## src/rtl/mem_port_arbiter.sv

```systemverilog
// mem_port_arbiter: shares one 32-bit word memory port between instruction
// fetch and the load/store path. Data has priority, but a streak counter
// bounds how many back-to-back data grants can starve a waiting fetch.
module mem_port_arbiter #(
    parameter int unsigned ADDR_W    = 14,
    parameter int unsigned MAX_D_RUN = 4
) (
    input  logic              clk,
    input  logic              a_rst,

    input  logic              if_req,
    input  logic [ADDR_W-1:0] if_addr,
    output logic              if_ack,
    output logic [31:0]       if_rdata,
    output logic              if_hold,

    input  logic              d_req,
    input  logic              d_we,
    input  logic [3:0]        d_be,
    input  logic [ADDR_W-1:0] d_addr,
    input  logic [31:0]       d_wdata,
    output logic              d_ack,
    output logic [31:0]       d_rdata,

    output logic              mem_req,
    output logic              mem_we,
    output logic [3:0]        mem_be,
    output logic [ADDR_W-1:0] mem_addr,
    output logic [31:0]       mem_wdata,
    input  logic              mem_ready,
    input  logic [31:0]       mem_rdata
);

    localparam int unsigned DATA_W = 32;
    localparam int unsigned BE_W   = 4;
    localparam int unsigned RUN_W  = 4;
    localparam logic [RUN_W-1:0] RUN_MAX = RUN_W'(MAX_D_RUN);

    typedef enum logic [1:0] {
        IDLE    = 2'd0,
        BUSY_IF = 2'd1,
        BUSY_D  = 2'd2
    } state_t;

    // Registered memory command presented on the mem_* port for a whole access.
    typedef struct packed {
        logic              req;
        logic              we;
        logic [BE_W-1:0]   be;
        logic [ADDR_W-1:0] addr;
        logic [DATA_W-1:0] wdata;
    } mem_cmd_t;

    state_t           state_q, state_d;
    logic [RUN_W-1:0] run_q, run_d;
    mem_cmd_t         cmd_q, cmd_d;
    logic             pick_data;
    logic             pick_fetch;

    // Arbitration: data wins unless fetch is waiting and the data streak is used up.
    assign pick_data  = d_req && (!if_req || (run_q < RUN_MAX));
    assign pick_fetch = !pick_data && if_req;

    // Both requesters see the memory read data; only the acked one samples it.
    assign if_rdata = mem_rdata;
    assign d_rdata  = mem_rdata;
    assign if_hold  = if_req && !if_ack;

    assign mem_req   = cmd_q.req;
    assign mem_we    = cmd_q.we;
    assign mem_be    = cmd_q.be;
    assign mem_addr  = cmd_q.addr;
    assign mem_wdata = cmd_q.wdata;

    // State, streak counter and memory command registers.
    always_ff @(posedge clk or negedge a_rst) begin
        if (!a_rst) begin
            state_q <= IDLE;
            run_q   <= '0;
            cmd_q   <= '0;
        end else begin
            state_q <= state_d;
            run_q   <= run_d;
            cmd_q   <= cmd_d;
        end
    end

    // Next-state, grant sequencing and completion acks.
    always_comb begin
        state_d = state_q;
        run_d   = run_q;
        cmd_d   = cmd_q;
        if_ack  = 1'b0;
        d_ack   = 1'b0;

        case (state_q)
            IDLE: begin
                if (pick_data) begin
                    state_d     = BUSY_D;
                    cmd_d.req   = 1'b1;
                    cmd_d.we    = d_we;
                    cmd_d.be    = d_we ? d_be : {BE_W{1'b1}};
                    cmd_d.addr  = d_addr;
                    cmd_d.wdata = d_wdata;
                    if (!if_req) begin
                        run_d = '0;
                    end else if (run_q >= RUN_MAX) begin
                        run_d = RUN_MAX;
                    end else begin
                        run_d = run_q + RUN_W'(1);
                    end
                end else if (pick_fetch) begin
                    state_d    = BUSY_IF;
                    cmd_d.req  = 1'b1;
                    cmd_d.we   = 1'b0;
                    cmd_d.be   = {BE_W{1'b1}};
                    cmd_d.addr = if_addr;
                    run_d      = '0;
                end
            end
            BUSY_IF: begin
                if (mem_ready) begin
                    if_ack    = 1'b1;
                    cmd_d.req = 1'b0;
                    cmd_d.we  = 1'b0;
                    state_d   = IDLE;
                end
            end
            BUSY_D: begin
                if (mem_ready) begin
                    d_ack     = 1'b1;
                    cmd_d.req = 1'b0;
                    cmd_d.we  = 1'b0;
                    state_d   = IDLE;
                end
            end
            default: begin
                state_d = IDLE;
            end
        endcase
    end

endmodule

```

## config.mk

```make
export PLATFORM = sky130hd
export DESIGN_NAME = mem_port_arbiter
export DESIGN_NICKNAME = d
export VERILOG_FILES = /design/src/rtl/mem_port_arbiter.sv
export SDC_FILE = /design/constraint.sdc
export NUM_CORES = 1
export LEC_CHECK = 0
export CORE_ASPECT_RATIO = 0.5
export CORE_UTILIZATION = 34
export DETAILED_ROUTE_END_ITERATION = 8
export PLACE_DENSITY = 0.8
export SLEW_MARGIN = 20
export SYNTH_ARGS = -nofsm -noshare
export SYNTH_HDL_FRONTEND = slang
export SYNTH_SLANG_ARGS = --single-unit
```

## constraint.sdc

```tcl
create_clock -name clk -period 1.77 [get_ports clk]
set_input_delay 0.354 -clock clk [delete_from_list [all_inputs] [get_ports clk]]
set_output_delay 0.354 -clock clk [all_outputs]
set_load 0.05 [all_outputs]
```

* Word level (Yosys, flattened, before mapping)
Cells that the tools add are included.
** Storage, ports and cells
- Register bits after elaboration :: 58
- Input port bits :: 102
- Word-level logic and storage cells :: 44
** Operators by class
- Add/sub/neg operators :: 1
- $lt $le $gt $ge :: 2
- Equal/unequal tests :: 4
- Multiplexer cells :: 15
- Reduce and logical (&&, ||, !) cells :: 15
** Operator list (number)
- 20-bit two-way mux :: 2
- 4-bit two-way mux :: 5
- 2-bit case mux with 2 select lines :: 2
- 2-bit two-way mux :: 3
- 2-bit AND reduction :: 3
- 4-bit by 1-bit adder with 4-bit output (second input constant) :: 1
- 4-bit by 3-bit greater-or-equal comparator with 1-bit output (second input constant) :: 1
- 4-bit by 3-bit < comparator with 1-bit output (second input constant) :: 1
- 2-bit nonzero test :: 2
- 1-bit logical AND :: 3
- 1-bit zero test :: 3
- 1-bit two-way mux :: 3
- 3-bit != test (second input constant) :: 1
- 3-bit AND reduction :: 1
- 2-bit by 1-bit == test with 1-bit output (second input constant) :: 1
- 2-bit == test (second input constant) :: 1
- 2-bit zero test :: 1
- 2-bit by 1-bit != test with 1-bit output (second input constant) :: 1
- 2-bit OR reduction :: 1
- 1-bit logical OR :: 1

* Longest topological paths before layout
Gate-level depths: netlist of the first run.
- Word-level depth :: 8
- Depth in mapped cells :: 7
- Gate-level depth less buffers :: 5

* Least setup slack after synthesis of the first run
No wires, ideal clock.
- Kind :: reg2out
- From :: reg state_q[1]
- To :: out if_hold
- Arrival :: 1.638 ns
- Required time :: 1.416 ns
- Slack :: -0.222 ns
- Stages on the path, launching flop included :: 5
- Path buffers :: 0
- Cells stage by stage :: dfrtp_1 inv_1 ha_1 and2_1 nor2b_1
** Between the ends
- Cells in the longest elaborated chain, start to end :: 4
** RTL lines
- from (decl) :: line 54 : state_t state_q, state_d;
- from (signal assigned) :: line 82 : state_q <= state_d;
- 2-bit by 1-bit == test with 1-bit output :: line 96 : case (state_q)
- 1-bit two-way mux :: line 96
- via if_ack :: line 13 : output logic if_ack,
- 1-bit zero test :: line 67 : assign if_hold = if_req && !if_ack;
- 1-bit logical AND :: line 67
- to (decl) :: line 15 : output logic if_hold,
The timed path passes the listed nets, and every way through them passes these cells.

* Worst setup path after layout of the first run
- From :: in if_req
- To :: out if_hold
** Between the ends
- Cells in the longest elaborated chain, start to end :: 1
** RTL lines
- from (decl) :: line 11 : input logic if_req,
- 1-bit logical AND :: line 67
Every way passes these cells.

==> results of run 1 <==
-- final cells by class --
class / count / share of cell area, %
Clock buffer: 13 / 6.039
Tap cell: 112 / 3.382
Timing Repair Buffer: 145 / 31.82
Multi-Input combinational cell: 131 / 23.01
Sequential cell: 58 / 35.02
Inverter: 4 / 0.3623
Clock inverter: 3 / 0.3623
-- metal layers --
| layer | track usage, % | up-vias | part of all wire [%] |
|---|---|---|---|
| li1 | - | 1018 | - |
| met1 | 18.44 | 1030 | 39 |
| met2 | 28.30 | 59 | 52 |
| met3 | 5.481 | 32 | 5.2 |
| met4 | 10.81 | 0 | 3.9 |
| met5 | 0 | - | 0 |
-- cell families (layout without fill, tap and decap cells) --
kind of cell,Yosys count,in the layout,synth area share [%]
buf+inv,82,165,19.68
simple gates,66,66,10.79
mux,32,32,12.09
compound gates,29,29,7.092
flops,58,58,48.68
fa+ha+maj,4,4,1.679
-- synthesized netlist by cell type (all sizes together) --
library cell | instances | area [sq um]
buf | 75 | 560.5
dfrtp | 58 | 1451
nand2 | 33 | 123.9
mux2 | 32 | 360.3
nand4 | 15 | 93.84
o211ai | 15 | 112.6
nor2 | 9 | 33.78
o21ai | 5 | 36.28
a21oi | 4 | 20.02
and2 | 4 | 25.02
ha | 4 | 50.05
inv | 4 | 15.01
clkbuf | 3 | 11.26
a21o | 1 | 7.510
a22o | 1 | 8.760
a32o | 1 | 10.01
and3 | 1 | 6.260
nand2b | 1 | 6.260
nand3 | 1 | 17.52
nor2b | 1 | 6.260
o21a | 1 | 7.510
o2bb2ai | 1 | 8.760
or3b | 1 | 8.760
-- report_power, final --
| part | total, uW | switching (uW) | internal [uW] |
|---|---|---|---|
| clock | 1540 | 562 | 976 |
| combinational | 5150 | 3320 | 1840 |
| sequential | 2310 | 340 | 1970 |
| total | 9000 | 4220 | 4780 |
-- worst max path at each step --
stage | depth (start not counted) | slack, ns | from | end
after detailed placement | 6 | -0.003 | if_req | mem_be[3]
after floorplan | 4 | 0.03 | state_q[1] | if_hold
after CTS | 4 | 0.02 | if_req | if_hold
after global placement | 5 | 0.006 | d_req | mem_we
after global routing | 5 | 0.005 | state_q[1] | if_hold
final | 4 | 0.06 | if_req | if_hold
-- critical path: cells and delay by family --
| kind | cells | cell delay, ns |
|---|---|---|
| AND/OR/NAND/NOR | 1 | 0.16 |
| buffers and inverters | 3 | 0.84 |
-- registers in the layout (all words and copies together) (netlist names) --
register   cells
mem_wdata     32
mem_req        1
state_q        2
run_q          4
mem_be         4
mem_addr      14
mem_we         1
-- timing repair --
| action | in CTS | in global routing |
|---|---|---|
| resized for setup | 1 | 1 |
| setup endpoints to repair | 1 | 1 |
| buffers inserted | 1 | 0 |
-- cells in the final DEF (no fill, tap or decap), types with 2 or more instances in the layout --
cell              n
buf_4            71
clkdlybuf4s50_1  68
dfrtp_1          58
nand2_1          33
mux2_2           30
nand4_1          15
o211ai_1         15
nor2_1            9
clkbuf_16         9
buf_12            5
inv_1             4
a21oi_1           4
ha_1              4
and2_1            3
o21ai_0           3
clkinv_2          3
clkbuf_1          3
mux2_1            2
-- metrics by stage --
step | power, uW | utilization (%) | hold WS (ns) | instances
2_1_floorplan | 6105 | - | 0.05841 | 271
5_1_grt | 9453 | 50.17 | 0.05016 | 466
4_1_cts | 9071 | 50.11 | 0.04108 | 466
3_3_place_gp | 7371 | 46.78 | 0.3850 | 449
6_report | 8998 | 50.17 | 0.03144 | 466
3_5_place_dp | 7465 | 46.78 | 0.3831 | 449
==> flow_results.org, run 1 <==
** Floorplan
- Area of the core :: 8259 sq um
- Top-level I/O count :: 221
- The die is 68.22 um tall.
- Die X :: 134.4 um
- Std-Cell Rows :: 23
- The initial utilization of the core area, before any placement, comes to a little over a third.
- Die footprint :: 9170 sq um

** Logic synthesis
- Synthesized Nets :: roughly 380
- In this run the cell area of the synthesized design comes to roughly 3000 sq um.
- For this run, the number of Yosys warnings is 0.
- Mean area per synthesized cell :: 11.00 sq um
- Distinct cell type count after synthesis :: 28
- Number of instances in the synthesized netlist :: 271
- Flops & latches, synth :: 58
- Sequential elements use 48.68% of the synthesized area.

** Timing
- Slew at the pin closest to its max-slew limit :: 0.3236 ns
- The total count of max-transition violations in the final report came to 0.
- Hold Fails Final Rpt :: 0
- Portion of the clock cycle consumed by the worst path in the final layout :: 96.73%
- Setup repair after global routing left no endpoint under its margin.
- Minimum period implied by the final worst setup slack :: 1.712 ns
- Timing would allow up to 584.1 MHz.
- Post-route setup TNS :: 0 ns
- Max transition margin :: between 70 and 80%
- Setup violations remaining at the end of the flow were counted as 0.
- Post-route worst setup slack :: roughly 0.058 ns
- The clock arrives with 0.005272 ns of skew.

** Critical path
- Cells traversed along the worst timing path :: clkdlybuf4s50_1, buf_4, nor2b_4, buf_12
- The worst register-to-register path ends at mem_wdata[6].
- Flop-to-flop setup slack :: 0.16 ns
- Setup CP Type :: in -> out
- STA puts the critical path data required time at 1.42 ns.
- Critical Path Slowest Stage Cell :: clkdlybuf4s50_1
- In this design, the stage delay of the slowest critical-path cell is between 0.5 and 0.6 ns.
- Type of origin of the critical path :: input port
- STA classifies the critical path endpoint as a primary output.
- Along the worst path, the maximum fanout reaches 5.
- CP Data Arrival Time :: 1.36 ns
- Start of the worst register-to-register path :: state_q[0]
- Worst-case reg-to-reg path depth :: 5

** Min path
- The worst hold path belongs to the class in -> async.

** CTS
- TritonCTS built the clock tree.
- Worst-skew pair later-pin latency :: 0.33 ns
- Clock-pin slew was measured on the worst setup and hold paths at 0.05 ns.
- CTS H-tree depth :: 3
- The tree built by TritonCTS fans out to 58 sinks.
- In this run the deepest clock path goes through 2 buffers.
- The number of hold buffers added after CTS was 0.
- CTS Root Buffer Type :: clkbuf_16
- Number of buffers created by CTS :: 9

** GRT
- Vias in the first global route :: 2172
- Maximum number of pins on one net before global-route repair :: 59
- The number of antenna violations at the first check in global routing was 0.
- First-pass GRT wire length :: 11260 um
- Global routing finished with a remaining overflow of 0.
- Total routing resource utilization after global routing :: 16.59%

** Placed design
- The placed instances occupy a cell area of 3864 sq um.
- Worst slack at placement :: -0.003160 ns
- Number of I/O port buffers :: 124
- At the end of routability-driven placement, the weighted congestion stood at around 0.75.
- Post-DP HPWL :: 5476 um

** Layout
- Filler cell count in the final layout :: 709
- Relative to the synthesized area, the layout overhead comes to 38.98%.
- For this run, the post-layout net count is 455.
- The sequential cells in the finished layout cover a total of between 1000 and 1500 sq um.
- Final Instance Area :: 4144 sq um
- Summing all multi-input logic gate instances after layout gives 953.4 sq um.
- Fraction of final layout cells sized beyond drive strength 1 :: approximately a third
- The repair_antennas step left the layout with diodes totalling 0.

** Power
- Across the VDD grid, the largest voltage drop is between 0.6 and 0.7 mV.
- Pwr per Cell Area :: 2171 nW/um^2
- Leakage component of the power :: around 0.0018 uW

** Route
- DRC violations left :: 0
- Wire length per cell after detailed routing :: 15.83 um
- Count of vias placed by the detailed router :: 2139
- Vias per cell :: ~4.6
- Wire length reported by the detailed router :: 7375 um
- In this run, the number of DRC markers left after iteration 0 of detailed routing was 107.
- The first detailed-routing pass took 4 iterations.
- Remaining antenna violation count after routing :: 0

** Flow run
- Total of max-cap violations :: 0

** Outcome
- The run finished with clean final reports.
No activity file was read; power rests on OpenSTA's default activity.
==> run 2, diff against run 1 <==
--- a/config.mk
+++ b/config.mk
@@ -5,6 +5,7 @@
 export SDC_FILE = /design/constraint.sdc
 export NUM_CORES = 1
 export LEC_CHECK = 0
+export CAP_MARGIN = 20
 export CORE_ASPECT_RATIO = 0.5
 export CORE_UTILIZATION = 34
 export DETAILED_ROUTE_END_ITERATION = 8
==> constraint.sdc (replaced) <==
create_clock -name clk -period 1.9 [get_ports clk]
set_input_delay 0.38 -clock clk [delete_from_list [all_inputs] [get_ports clk]]
set_output_delay 0.38 -clock clk [all_outputs]
set_load 0.05 [all_outputs]
==> flow_results.org, run 2 (synthesis results as in run 1) <==
** Outcome
- The run finished with clean final reports.

** Floorplan
- In this run the horizontal extent of the chip is 134.4 um.
- The die covers around 9200 sq um.
- The total area inside the core boundary comes to 8259 sq um.
- Height of the die :: 68.22 um
- Starting density of the core :: 36.10%
- Top-level I/O count :: 221
- Std-Cell Rows :: 23

** Critical path
- Type of origin of the critical path :: flip-flop
- The number of buffers and inverters on the critical path is 1.
- The most critical setup path has its startpoint at mem_addr[7].
- Setup CP Type :: reg -> out
- Crit Reg-Reg Endpoint :: mem_wdata[6]
- CP Data Arrival Time :: 1.48 ns
- Family with the most delay on the worst path :: buffers and inverters
- Flop-to-flop setup slack :: 0.23 ns
- The startpoint identified for the worst register-to-register timing path is state_q[0].
- Required time at the endpoint of the critical path :: 1.52 ns
- Crit path largest cell delay :: approximately 0.8 ns
- The worst register-to-register path has a depth of 5.
- Highest net fanout along the worst path :: 2
- Critical Path Slowest Stage Cell :: clkdlybuf4s50_1
- Walking the worst path, the cells encountered are clkdlybuf4s50_1.
- Endpoint kind of the worst setup timing path :: primary output

** Route
- Wires add up to ~7500 um.
- First-iteration detailed-routing DRC count :: 156
- Once detail routing completed, the nets flagged for antenna violations numbered 0.
- After detailed routing, the number of vias per cell comes to 4.620.
- Count of vias placed by the detailed router :: 2153
- After detailed routing, the number of remaining DRC violations is 0.
- Number of detailed-routing iterations run before antenna repair :: 4
- Wire length per cell after detailed routing :: around 16 um

** Power
- Part of the power in combinational logic :: 56.6%
- Leakage component of the power :: roughly 0.0019 uW
- Sequential fraction of design power :: 24.8%
- Per report_power, the clock group accounts for 18.6% of the total.
- Net switching is 45.28% of the power.
- The analysis attributes to net switching a power of 3911 uW.
- Pwr per Cell Area :: 2018 nW/um^2
- Largest vdd supply drop :: 0.7234 mV
- Internal power :: between 4000 and 5000 uW

** Layout
- The register with the most flip-flops in the layout has 32 of them.
- In the final design database the tool counted 455 nets.
- The top cell types in the final layout, fill and taps aside, are 91 x clkdlybuf4s50_1, 58 x dfrtp_1, 37 x buf_4.
- Compared with the post-synthesis result, the final layout area differs by 43.56%.
- The number of antenna diodes in the final layout is 0.
- Filler cell count in the final layout :: 708
- The post-route netlist has 25.14% of its cells at a drive strength greater than 1.
- Most frequent standard cell in the layout excluding fill and tap cells :: clkdlybuf4s50_1

** GRT
- Total routing resource utilization after global routing :: 16.74%
- Vias in the first global route :: approximately 2200
- Initial antenna violation count :: 0
- After global routing the overflow that remains totals 0.
- First-pass GRT wire length :: roughly 11000 um
- Maximum number of pins on one net before global-route repair :: 35

** Min path
- The path class of the tightest hold or removal check is reg -> reg.
- In this run the most critical hold path is launched from mem_wdata[6].
- Hold Path Depth :: 1
- Endpoint, Worst Hold :: mem_wdata[6]

** Timing
- Worst clock skew :: roughly 0.0070 ns
- Count of final max-slew check failures :: 0
- Slew at the pin closest to its max-slew limit :: 0.5154 ns
- After routing, the total negative slack on setup checks comes to 0 ns.
- Headroom to the max-slew limit came out at 65.53%.
- The hold violation count in the final report came to 0.
- The clock period could shrink to 1.857 ns.
- RSZ-0062 raised after global routing :: false
- Final setup violation count :: 0
- Post-route worst setup slack :: 0.04258 ns
- The final critical path takes up 97.76% of the cycle.
- For this run, the top clock speed supported by timing is 538.4 MHz.

** CTS
- CTS H-tree depth :: 3
- After clock tree synthesis, the clock-pin slew on the worst setup and hold paths is approximately 0.05 ns.
- CTS Root Buffer Type :: clkbuf_16
- Worst-skew pair later-pin latency :: around 0.32 ns
- Number of buffers created by CTS :: 9
- Number of clock sinks :: 58
- No sink is reached through more buffers than the 2 on the longest clock path.
- TritonCTS built the clock tree.

** Flow run
- Total of max-cap violations :: 0

** Placed design
- Worst slack at placement :: 0.06383 ns
- Port buffering added 124 buffers.
- Post-DP HPWL :: 5758 um
- Final weighted congestion in routability-driven placement :: 0.7760
[run 2: cell types whose count changed in the layout (fill, tap and decap cells not counted), moves of 2 or more]
cell / previous run / this run
buf_4: 71 / 37
clkdlybuf4s50_1: 68 / 91
dlymetal6s2s_1: 0 / 10
clkinv_2: 3 / 1
[run 2: final cells by class]
type                            count  area (sq um)  area share, %
Inverter                            4         15.01         0.3508
Tap cell                          112         140.1          3.274
Timing Repair Buffer              145          1429          33.38
Multi-Input combinational cell    131         945.9          22.10
Sequential cell                    58          1451          33.91
Clock inverter                      2         35.03         0.8185
Clock buffer                       14         264.0          6.168
[run 2: worst register-to-register path, cell delays in order (launching register included)]
cell	delay (ns)
dfrtp_1	0.40
inv_1	0.09
ha_1	0.38
nand3_4	0.17
buf_12	0.19
mux2_1	0.31
[run 2: what timing repair did]
action,CTS,global route
hold buffers,1,0
buffers inserted,0,1
setup endpoints to repair,0,11
gates resized for setup,0,10
endpoints found under the hold margin,13,0
[run 2: power by group through the flow]
stage	Clock [uW]	Sequential (uW)	Combinational, uW
6_report	1610	2140	4890
4_1_cts	1640	2150	4920
3_5_place_dp	0	2160	4910
5_1_grt	1710	2210	5150
3_3_place_gp	0	2130	4840
2_1_floorplan	0	4050	1640
[run 2: worst max path at each step]
| stage | to | depth (start not counted) | slack (ns) |
|---|---|---|---|
| CTS | mem_wdata[14] | 1 | 0.007 |
| global placement | mem_we | 5 | 0.08 |
| global route | mem_addr[8] | 1 | 0.004 |
| floorplan | if_hold | 4 | 0.14 |
| finish | mem_addr[7] | 1 | 0.04 |
| detailed placement | mem_wdata[16] | 5 | 0.06 |
[run 2: stage by stage]
stage               utilization, %  total power [uW]  cells  hold slack [ns]  instance area (sq um)
finish                       51.83              8639    466           0.4874                   4280
global route                 51.83              9074    466           0.5138                   4280
CTS                          51.43              8711    465           0.4911                   4248
detailed placement           47.69              7068    448           0.3212                   3939
global placement             47.69              6975    448           0.3192                   3939
floorplan                        -              5687    271          0.08441                   2984
[run 2: metal layers]
metal  wire length, um  GRT usage, %  vias up
met3               387         6.741       24
li1                  -             -     1020
met4               192         6.882        0
met5                 0             0        -
met2              4052         29.15       63
met1              2882         18.75     1046
